**config.mk**
```make
export PLATFORM = sky130hd
export DESIGN_NAME = hazard_scoreboard_flat
export DESIGN_NICKNAME = d
export VERILOG_FILES = /design/src/rtl/hazard_scoreboard_if.sv /design/src/rtl/hazard_scoreboard.sv /design/src/flat_wrapper.sv
export SDC_FILE = /design/constraint.sdc
export NUM_CORES = 1
export LEC_CHECK = 0
export CAP_MARGIN = 5
export CORE_ASPECT_RATIO = 0.75
export CORE_MARGIN = 2
export CORE_UTILIZATION = 46
export CTS_CLUSTER_SIZE = 28
export DETAILED_ROUTE_END_ITERATION = 10
export PLACE_DENSITY = 0.76
export SLEW_MARGIN = 20
export SYNTH_ARGS = -nofsm -noshare
export SYNTH_HDL_FRONTEND = slang
export SYNTH_SLANG_ARGS = --single-unit
```
**constraint.sdc**
```tcl
create_clock -name clk -period 1.9 [get_ports clk]
set_clock_uncertainty 0.05 [all_clocks]
set_input_delay 0.285 -clock clk [delete_from_list [all_inputs] [get_ports clk]]
set_output_delay 0.285 -clock clk [all_outputs]
set_load 0.02 [all_outputs]
```
**src/rtl/hazard_scoreboard_if.sv**
```systemverilog
// Decode-side fields in, hazard/forward controls out, bundled between the
// pipeline control (master) and the hazard scoreboard (slave).
interface hazard_scoreboard_if #(
  parameter int REG_AW  = 5,
  parameter int N_SRC   = 2,
  parameter int MEM_LAT = 1
);
  localparam int S    = MEM_LAT + 2;
  localparam int FW_W = $clog2(S);

  logic                    d_valid;
  logic [N_SRC*REG_AW-1:0] d_rs;
  logic [REG_AW-1:0]       d_rd;
  logic                    d_we;
  logic                    d_is_load;
  logic                    branch_taken_e;
  logic                    stall;
  logic                    flush;
  logic [N_SRC*FW_W-1:0]   fw_sel;
  logic [31:0]             stall_cnt;

  modport master (
    output d_valid, d_rs, d_rd, d_we, d_is_load, branch_taken_e,
    input  stall, flush, fw_sel, stall_cnt
  );

  modport slave (
    input  d_valid, d_rs, d_rd, d_we, d_is_load, branch_taken_e,
    output stall, flush, fw_sel, stall_cnt
  );
endinterface

```
**src/rtl/hazard_scoreboard.sv**
```systemverilog
// Shift-register scoreboard of in-flight destinations (E, M1..Mn, W) driving
// E-stage operand forwarding, the Decode load-use stall and a stall counter.
module hazard_scoreboard #(
  parameter int REG_AW  = 5,
  parameter int N_SRC   = 2,
  parameter int MEM_LAT = 1
) (
  input  logic                clk,
  input  logic                rst,
  hazard_scoreboard_if.slave  bus
);
  localparam int S    = MEM_LAT + 2;
  localparam int FW_W = $clog2(S);

  logic                    r_vld [S];
  logic [REG_AW-1:0]       r_rd  [S];
  logic                    r_wr  [S];
  logic                    r_ld  [S];
  logic [N_SRC*REG_AW-1:0] r_rs_e;
  logic [31:0]             r_stall_cnt;

  logic                    w_wr_d;
  logic                    w_issue;
  logic                    w_raw_stall;
  logic                    w_stall;
  logic [N_SRC*FW_W-1:0]   w_fw_sel;

  function automatic logic [31:0] sat_inc(input logic [31:0] v, input logic en);
    return (en && (v != 32'hffff_ffff)) ? v + 32'd1 : v;
  endfunction

  assign w_wr_d  = bus.d_we & (bus.d_rd != '0);
  assign w_stall = w_raw_stall & ~bus.branch_taken_e;
  assign w_issue = bus.d_valid & ~w_stall & ~bus.branch_taken_e;

  // Decode -> slot 0 (E); slots then advance unconditionally toward W
  always_ff @(posedge clk) begin
    if (!rst) begin
      for (int k = 0; k < S; k++) r_vld[k] <= 1'b0;
      r_stall_cnt <= '0;
    end else begin
      r_vld[0] <= w_issue;
      for (int k = 1; k < S; k++) r_vld[k] <= r_vld[k-1];
      r_stall_cnt <= sat_inc(r_stall_cnt, w_stall);
    end
  end

  always_ff @(posedge clk) begin
    r_rd[0] <= bus.d_rd;
    r_wr[0] <= w_wr_d;
    r_ld[0] <= bus.d_is_load;
    r_rs_e  <= bus.d_rs;
    for (int k = 1; k < S; k++) begin
      r_rd[k] <= r_rd[k-1];
      r_wr[k] <= r_wr[k-1];
      r_ld[k] <= r_ld[k-1];
    end
  end

  // Scan oldest to youngest so the nearest producer overrides; loads only at W
  always_comb begin
    w_fw_sel = '0;
    for (int i = 0; i < N_SRC; i++) begin
      for (int k = S - 1; k >= 1; k--) begin
        if (r_vld[0] && (r_rs_e[i*REG_AW +: REG_AW] != '0) &&
            r_vld[k] && r_wr[k] && (r_rd[k] == r_rs_e[i*REG_AW +: REG_AW]) &&
            (!r_ld[k] || (k == S - 1))) begin
          w_fw_sel[i*FW_W +: FW_W] = FW_W'(k);
        end
      end
    end
  end

  // A load still short of W cannot supply data to the next E occupant
  always_comb begin
    w_raw_stall = 1'b0;
    for (int i = 0; i < N_SRC; i++) begin
      for (int k = 0; k < S - 2; k++) begin
        if (bus.d_valid && (bus.d_rs[i*REG_AW +: REG_AW] != '0) &&
            r_vld[k] && r_ld[k] && r_wr[k] &&
            (r_rd[k] == bus.d_rs[i*REG_AW +: REG_AW])) begin
          w_raw_stall = 1'b1;
        end
      end
    end
  end

  assign bus.stall     = w_stall;
  assign bus.flush     = bus.branch_taken_e;
  assign bus.fw_sel    = w_fw_sel;
  assign bus.stall_cnt = r_stall_cnt;
endmodule

```
**src/flat_wrapper.sv**
```systemverilog
// flat-port wrapper written by rule: the top's interface ports become plain ports
module hazard_scoreboard_flat 
#(
  parameter int REG_AW  = 5,
  parameter int N_SRC   = 2,
  parameter int MEM_LAT = 1
)
  (clk, rst, bus_d_valid, bus_d_rs, bus_d_rd, bus_d_we, bus_d_is_load, bus_branch_taken_e, bus_stall, bus_flush, bus_fw_sel, bus_stall_cnt);
  hazard_scoreboard_if #(.REG_AW(REG_AW), .N_SRC(N_SRC), .MEM_LAT(MEM_LAT)) bus_i ();
  input  logic clk;
  input  logic rst;
  input wire logic [$bits(bus_i.d_valid)-1:0] bus_d_valid;
  input wire logic [$bits(bus_i.d_rs)-1:0] bus_d_rs;
  input wire logic [$bits(bus_i.d_rd)-1:0] bus_d_rd;
  input wire logic [$bits(bus_i.d_we)-1:0] bus_d_we;
  input wire logic [$bits(bus_i.d_is_load)-1:0] bus_d_is_load;
  input wire logic [$bits(bus_i.branch_taken_e)-1:0] bus_branch_taken_e;
  output wire logic [$bits(bus_i.stall)-1:0] bus_stall;
  output wire logic [$bits(bus_i.flush)-1:0] bus_flush;
  output wire logic [$bits(bus_i.fw_sel)-1:0] bus_fw_sel;
  output wire logic [$bits(bus_i.stall_cnt)-1:0] bus_stall_cnt;
  assign bus_i.d_valid = bus_d_valid;
  assign bus_i.d_rs = bus_d_rs;
  assign bus_i.d_rd = bus_d_rd;
  assign bus_i.d_we = bus_d_we;
  assign bus_i.d_is_load = bus_d_is_load;
  assign bus_i.branch_taken_e = bus_branch_taken_e;
  assign bus_stall = bus_i.stall;
  assign bus_flush = bus_i.flush;
  assign bus_fw_sel = bus_i.fw_sel;
  assign bus_stall_cnt = bus_i.stall_cnt;
  hazard_scoreboard #(.REG_AW(REG_AW), .N_SRC(N_SRC), .MEM_LAT(MEM_LAT)) u_core (.clk(clk), .rst(rst), .bus(bus_i));
endmodule
```
==> impl_results.md, run 1 <==
* Switching pwr at 0.0007345 W
* Vias in the first global route at 3,010
* Max-Cap Viols at 0
* Max Slew Vio Count at 0
* Syn-to-layout area delta at 75.11%
* CTS buffer count at 9
* Remaining antenna violation count after routing at 0
* I/O pins at 59
* Slowest-stage cell, CP: dfxtp_2
* Post-route setup slack at -0.2164 ns
* Cell family with most CP delay: simple AND/OR/NAND/NOR gates
* Die width at 94.25 um
* Largest net degree at the start of global routing at 22
* Highest-count cells in the layout ignoring fill and taps: 78 x buf_4, 44 x clkdlybuf4s50_1, 30 x dfxtp_1
* CP max stage delay at 0.33 ns
* First-pass GRT wire length at 14,230 um
* Number of buffers and inverters on the critical path at 3
* Final worst path period share at 111.4%
* Worst-margin pin slew at 0.3737 ns
* Register area share after synthesis at 46.30%
* Skew-Pair Late Insertion Delay at 0.36 ns
* Yosys top cell area share at 46.30%
* Arr. time, crit path at 1.78 ns
* Sequential share of power at 48.0%
* Hpwl dp at 5943 um
* Status: finished, violations left
* Pre-CTS setup slack at -0.7350 ns
* WL/cell at 21.18 um
* Final setup vio count at 27
* Initial antenna violation count at 0
* Top cell type by total area after synthesis: dfxtp_1
* Crit path cell chain: buf_6 > xnor2_1 > nand4_1 > nor4_2 > buf_4 > buf_6
* Synth cell types at 41
* DIE HEIGHT at 71.69 um
* CTS root buf: clkbuf_8
* Gpl congestion at 0.8580
* Mapped cell area at 2810 sq um
* Peak Freq at 0.4725 GHz
* Hold Violations, Final at 0
* P_leak at 1.854 nW
* Most used cell, CP: buf_6
* Cells after Synth at 302
* Vias per cell at 6.030
* Layout cells sized above 1 at 49.67%
* 1st-pass router iterations at 6
* Crit Path Category: reg2out
* Synthesized Nets at 324
* Final WL at 11,330 um
* Most common cell after layout, fill and taps aside: buf_4
* Total number of vias at 3,226
* Grt total ovfl at 0
* # DRC at 0
* Internal power at 0.002235 W
* Fin nets at 474
* Power per cell area at 603.5 nW/um^2
* Switching share of total power at 24.73%
* Clock share of power at 43.7%
* Post-synthesis register bit count at 65
* CTS Buffer Depth at 2
* Slew HR at 74.90%
* Yosys warnings at 0
* Core Region at 5856 sq um
* GRT Total Usage at 27.43%
* Starting Density at 47.99%
* Period minus WS final at 2.116 ns
* CTS HTree Levels at 3
* Ranking of synthesized cells by area: dfxtp_1 46%, xnor2_1 5.3%, xor2_1 4.7%
* Hold WC Path Type: in2reg
* Comb power frac at 8.3%
* Final core utilization at 84.04%
* Crit path max fanout at 2
* WP data required at 1.56 ns
* 1st-iter DRT viols at 363
* RSZ-0062 raised after global routing: true
* Sink Count at 65
* Startpoint types: flip-flop
* Ant diodes at 0
* VDD IR-drop max at 0.4093 mV
* Worst hold slack at 0.03935 ns
* Clock-pin slew on the worst setup and hold paths at 0.08 ns
* CTS tree: done
* Power Total at 0.002970 W
* Failing checks: setup timing
* Synth Area per Inst at 9.305 sq um
* Die area at 6757 sq um
* Port Buffers at 58
* Setup crit end kind: output port
* TNS Setup at -2.003 ns
* Rows at 24
[Yosys cell counts]
library cell and n:
a211oi_1 1, a21oi_1 17, a21oi_4 1, a41oi_1 1
and2_1 5, and3_1 3, buf_2 1, buf_4 2
clkbuf_1 4, dfxtp_1 65, ha_1 1, inv_1 6
inv_2 1, mux2i_1 9, nand2_1 29, nand2b_1 10
nand3_1 12, nand3_2 1, nand3_4 1, nand3b_1 1
nand4_1 17, nand4_2 1, nor2_1 17, nor3_1 4
nor3b_4 1, nor4_1 9, nor4_2 1, o21a_1 1
o21ai_0 11, o21ai_1 1, o21bai_1 1, o22ai_2 1
o311ai_0 3, o31ai_1 5, o41ai_1 3, or2_2 1
or3_1 10, or4_1 11, or4_4 1, xnor2_1 17
xor2_1 15
[final cells by class]
type / instances / area [sq um]
inverters: 7 / 26.28
multi-input cells: 224 / 1938
well taps: 78 / 97.59
flip-flops and latches: 65 / 1385
clock buffers: 12 / 166.4
repair buffers: 145 / 1259
clock inverters: 4 / 48.80
fillers: 300 / 934.6
[path summary, 6_finish.rpt]
kind / endpoint / slack (ns) / from / depth (start not counted)
min: u_core.r_rs_e[3] / 0.04 / bus_d_rs[3] / 1
max: bus_fw_sel[2] / -0.22 / u_core.r_rs_e[7] / 6
min reg2reg: u_core.r_ld[0][1] / 0.34 / u_core.r_ld[0][0] / 0
max reg2reg: u_core.bus.stall_cnt[7] / -0.16 / u_core.r_rd[0][2] / 9
[per-stage QoR]
| stage | cells | area, sq um |
|---|---|---|
| floorplan | 302 | 2908 |
| global placement | 506 | 4126 |
| detailed placement | 506 | 4126 |
| CTS | 528 | 4518 |
| global route | 535 | 4921 |
| finish | 535 | 4921 |
[power by group through the flow]
stage / clock [W] / combinational (W) / sequential, W
after detailed placement: 0 / 0.000198 / 0.00145
after global placement: 0 / 0.000192 / 0.00145
after global routing: 0.00136 / 0.000257 / 0.00143
after floorplan: 0 / 0.0000837 / 0.00144
final: 0.00130 / 0.000246 / 0.00142
after CTS: 0.00127 / 0.000212 / 0.00142
[sequential cells by signal, summed over array words and instances, names as in the netlist]
name and cells:
u_core.bus.stall_cnt 32, u_core.r_ld 2, u_core.r_rd 15, u_core.r_rs_e 10
u_core.r_vld 3, u_core.r_wr 3
[routing by layer]
metal  part of all wire, %  global-route usage [%]  vias to the layer above
met5                     0                       0                        -
met4                   5.7                   11.92                        0
met3                   8.4                   6.519                       67
met2                    46                   44.52                      216
met1                    40                   35.07                     1541
li1                      -                       -                     1402
[what timing repair did]
item / CTS / global route
cloned: 1 / 1
setup endpoints to repair: 33 / 35
hold buffers: 0 / 0
buffers inserted: 6 / 8
resized for setup: 85 / 89
pin swaps: 24 / 42
[cell families after synthesis]
group | after synthesis | synth area share [%]
buffers and inverters | 14 | 2.181
flip-flops | 65 | 46.30
multiplexers | 9 | 3.206
AND/OR/NAND/NOR | 135 | 27.38
XOR/XNOR | 32 | 9.973
AO/OA/AOI/OAI | 46 | 10.51
adder cells (fa/ha/maj) | 1 | 0.4452
Note: power is estimated with default switching activity, not from simulation.
==> run 2, diff against run 1 <==
--- a/config.mk
+++ b/config.mk
@@ -5,13 +5,13 @@
 export SDC_FILE = /design/constraint.sdc
 export NUM_CORES = 1
 export LEC_CHECK = 0
-export CAP_MARGIN = 5
+export CAP_MARGIN = 20
 export CORE_ASPECT_RATIO = 0.75
 export CORE_MARGIN = 2
-export CORE_UTILIZATION = 46
+export CORE_UTILIZATION = 50
 export CTS_CLUSTER_SIZE = 28
 export DETAILED_ROUTE_END_ITERATION = 10
-export PLACE_DENSITY = 0.76
+export PLACE_DENSITY = 0.78
 export SLEW_MARGIN = 20
 export SYNTH_ARGS = -nofsm -noshare
 export SYNTH_HDL_FRONTEND = slang
==> constraint.sdc (replaced) <==
create_clock -name clk -period 2.2 [get_ports clk]
set_clock_uncertainty 0.05 [all_clocks]
set_input_delay 0.33 -clock clk [delete_from_list [all_inputs] [get_ports clk]]
set_output_delay 0.33 -clock clk [all_outputs]
set_load 0.02 [all_outputs]
==> run 2 against run 1 <==
Compared with the run above:
- the run still ends with setup timing left
- routed wire length down 34%
- critical path type unchanged
- largest power group unchanged
- sequential share of layout area is 3.5 points higher
- global-route usage decreased by 1.8 points
- worst setup slack gained 0.20 ns
- hold slack better by 0.16 ns
- total power is 23% lower
- register-to-register slack better by 0.24 ns
- via count is 18% lower
- clock power down 32%
==> impl_results.md, run 2 (synthesized netlist as in run 1, its figures left out) <==
* GRT Total Usage at 25.64%
* Status: finished, violations left
* Layout fillers at 368
* Power per cell area at 557.3 nW/um^2
* Max reg flops at 32
* # DRC at 0
* Hold WC Path Type: in2reg
* Failing checks: setup timing
* Worst-margin pin slew at 0.4219 ns
* Post-Place Cells at 474
* Slowest-stage cell, CP: or4_4
* Worst hold slack at 0.1944 ns
* Final worst path period share at 100.7%
* Setup crit end kind: output port
* DP Area at 3807 sq um
* Fin nets at 435
* Ant diodes at 0
* Internal power at 0.001716 W
* Startpoint types: flip-flop
* Starting Density at 52.22%
* Final core utilization at 76.61%
* Post-route cell area at 4123 sq um
* Die area at 6242 sq um
* Remaining antenna violation count after routing at 0
* Area of the multi-input gates at 1575 sq um
* Critical path depth at 6
* Vias per cell at 5.391
* CTS tree: done
* CTS root buf: clkbuf_8
* CTS buffer count at 9
* Peak Freq at 0.4513 GHz
* Clock-pin slew on the worst setup and hold paths at 0.07 ns
* Gpl congestion at 0.8164
* Sink Count at 65
* Layout cells sized above 1 at 24.64%
* 1st-pass router iterations at 4
* Hpwl dp at 5275 um
* Skew-Pair Late Insertion Delay at 0.35 ns
* Grt total ovfl at 0
* Most used cell, CP: buf_4
* Crit path cell chain: or4_4 > o21ai_4 > buf_4 > buf_4 > nor3_2 > buf_4
* Total number of vias at 2,658
* Vias in the first global route at 2,617
* Register-to-Register Path Depth at 7
* Switching share of total power at 25.32%
* Comb power frac at 7.7%
* Sequential share of power at 54.0%
* WP data required at 1.82 ns
* Most common cell after layout, fill and taps aside: dfxtp_1
* First-pass GRT wire length at 12,450 um
* Final Non-Filler Cells at 493
* Clock share of power at 38.3%
* Final setup vio count at 2
* Max-Cap Viols at 0
* Worst hold path depth at 2
* Number of buffers and inverters on the critical path at 3
* Crit path max fanout at 2
* Arr. time, crit path at 1.84 ns
* Final WL at 7505 um
* Cell family with most CP delay: simple AND/OR/NAND/NOR gates
* Post-route setup slack at -0.01590 ns
* CP max stage delay at 0.56 ns
* Initial antenna violation count at 0
* Port Buffers at 58
* P_leak at 1.500 nW
* Max Slew Vio Count at 0
* Core Region at 5381 sq um
* Die width at 90.57 um
* Switching pwr at 0.0005817 W
* CTS Buffer Depth at 2
* I/O pins at 59
* CTS HTree Levels at 3
* RSZ-0062 raised after global routing: true
* Reg area at 1304 sq um
* Hold Violations, Final at 0
* Slew HR at 71.62%
* VDD IR-drop max at 0.5038 mV
* Crit Path Category: reg2out
* Period minus WS final at 2.216 ns
* Largest net degree at the start of global routing at 27
* Syn-to-layout area delta at 46.71%
* WL/cell at 15.22 um
* DIE HEIGHT at 68.93 um
* Rows at 23
* Highest-count cells in the layout ignoring fill and taps: 63 x dfxtp_1, 50 x buf_4, 46 x clkdlybuf4s50_1
* 1st-iter DRT viols at 122
[run 2: worst reg2reg max path, stage by stage (launching register included)]
cell and delay (ns):
dfxtp_1 0.52, nand3_1 0.19, nor3b_4 0.31, buf_4 0.19
nand3_2 0.08, buf_12 0.16, or4_1 0.39, a21oi_1 0.16
[run 2: layer usage]
metal | global-route usage [%] | vias up | routed length [um]
li1 | - | 1327 | -
met1 | 32.77 | 1253 | 3555
met2 | 43.56 | 71 | 3480
met3 | 7.391 | 7 | 395
met4 | 6.538 | 0 | 74
met5 | 0 | - | 0
[run 2: power by group through the flow]
| stage | registers [W] | logic [W] | clock network [W] |
|---|---|---|---|
| 2_1_floorplan | 0.00126 | 0.0000704 | 0 |
| 3_3_place_gp | 0.00126 | 0.000155 | 0 |
| 3_5_place_dp | 0.00126 | 0.000161 | 0 |
| 4_1_cts | 0.00124 | 0.000167 | 0.000896 |
| 5_1_grt | 0.00124 | 0.000192 | 0.000953 |
| 6_report | 0.00124 | 0.000178 | 0.000880 |
[run 2: cell type report]
cell class                      count  area share (%)
Clock buffer                        9           3.005
Clock inverter                      7           1.153
Inverter                            7          0.6373
Multi-Input combinational cell    223           38.21
Sequential cell                    65           31.62
Tap cell                           75           2.276
Timing Repair Buffer              107           23.10
[run 2: timing repair]
| item | in CTS | in global routing |
|---|---|---|
| hold buffers | 0 | 0 |
| setup buffers | 2 | 1 |
| endpoints found under the setup margin | 6 | 19 |
| pin swaps | 8 | 13 |
| gates resized for setup | 42 | 24 |
[run 2: through the flow]
stage	setup WS (ns)	total power [W]	TNS [ns]
finish	-0.01590	0.002298	-0.02555
global route	-0.07339	0.002389	-0.1665
CTS	-0.009870	0.002300	-0.01029
detailed placement	-0.4741	0.001423	-7.149
global placement	-0.4485	0.001416	-4.659
floorplan	0.002928	0.001328	0
[run 2: path summary, 6_finish.rpt]
check,from,end,slack [ns]
setup / recovery,u_core.r_rs_e[6],bus_fw_sel[3],-0.02
hold / removal,bus_d_rs[3],u_core.r_rs_e[3],0.19
setup reg to reg,u_core.r_vld[0][0],u_core.bus.stall_cnt[5],0.08
hold reg to reg,u_core.r_wr[0][1],u_core.r_wr[0][2],0.30
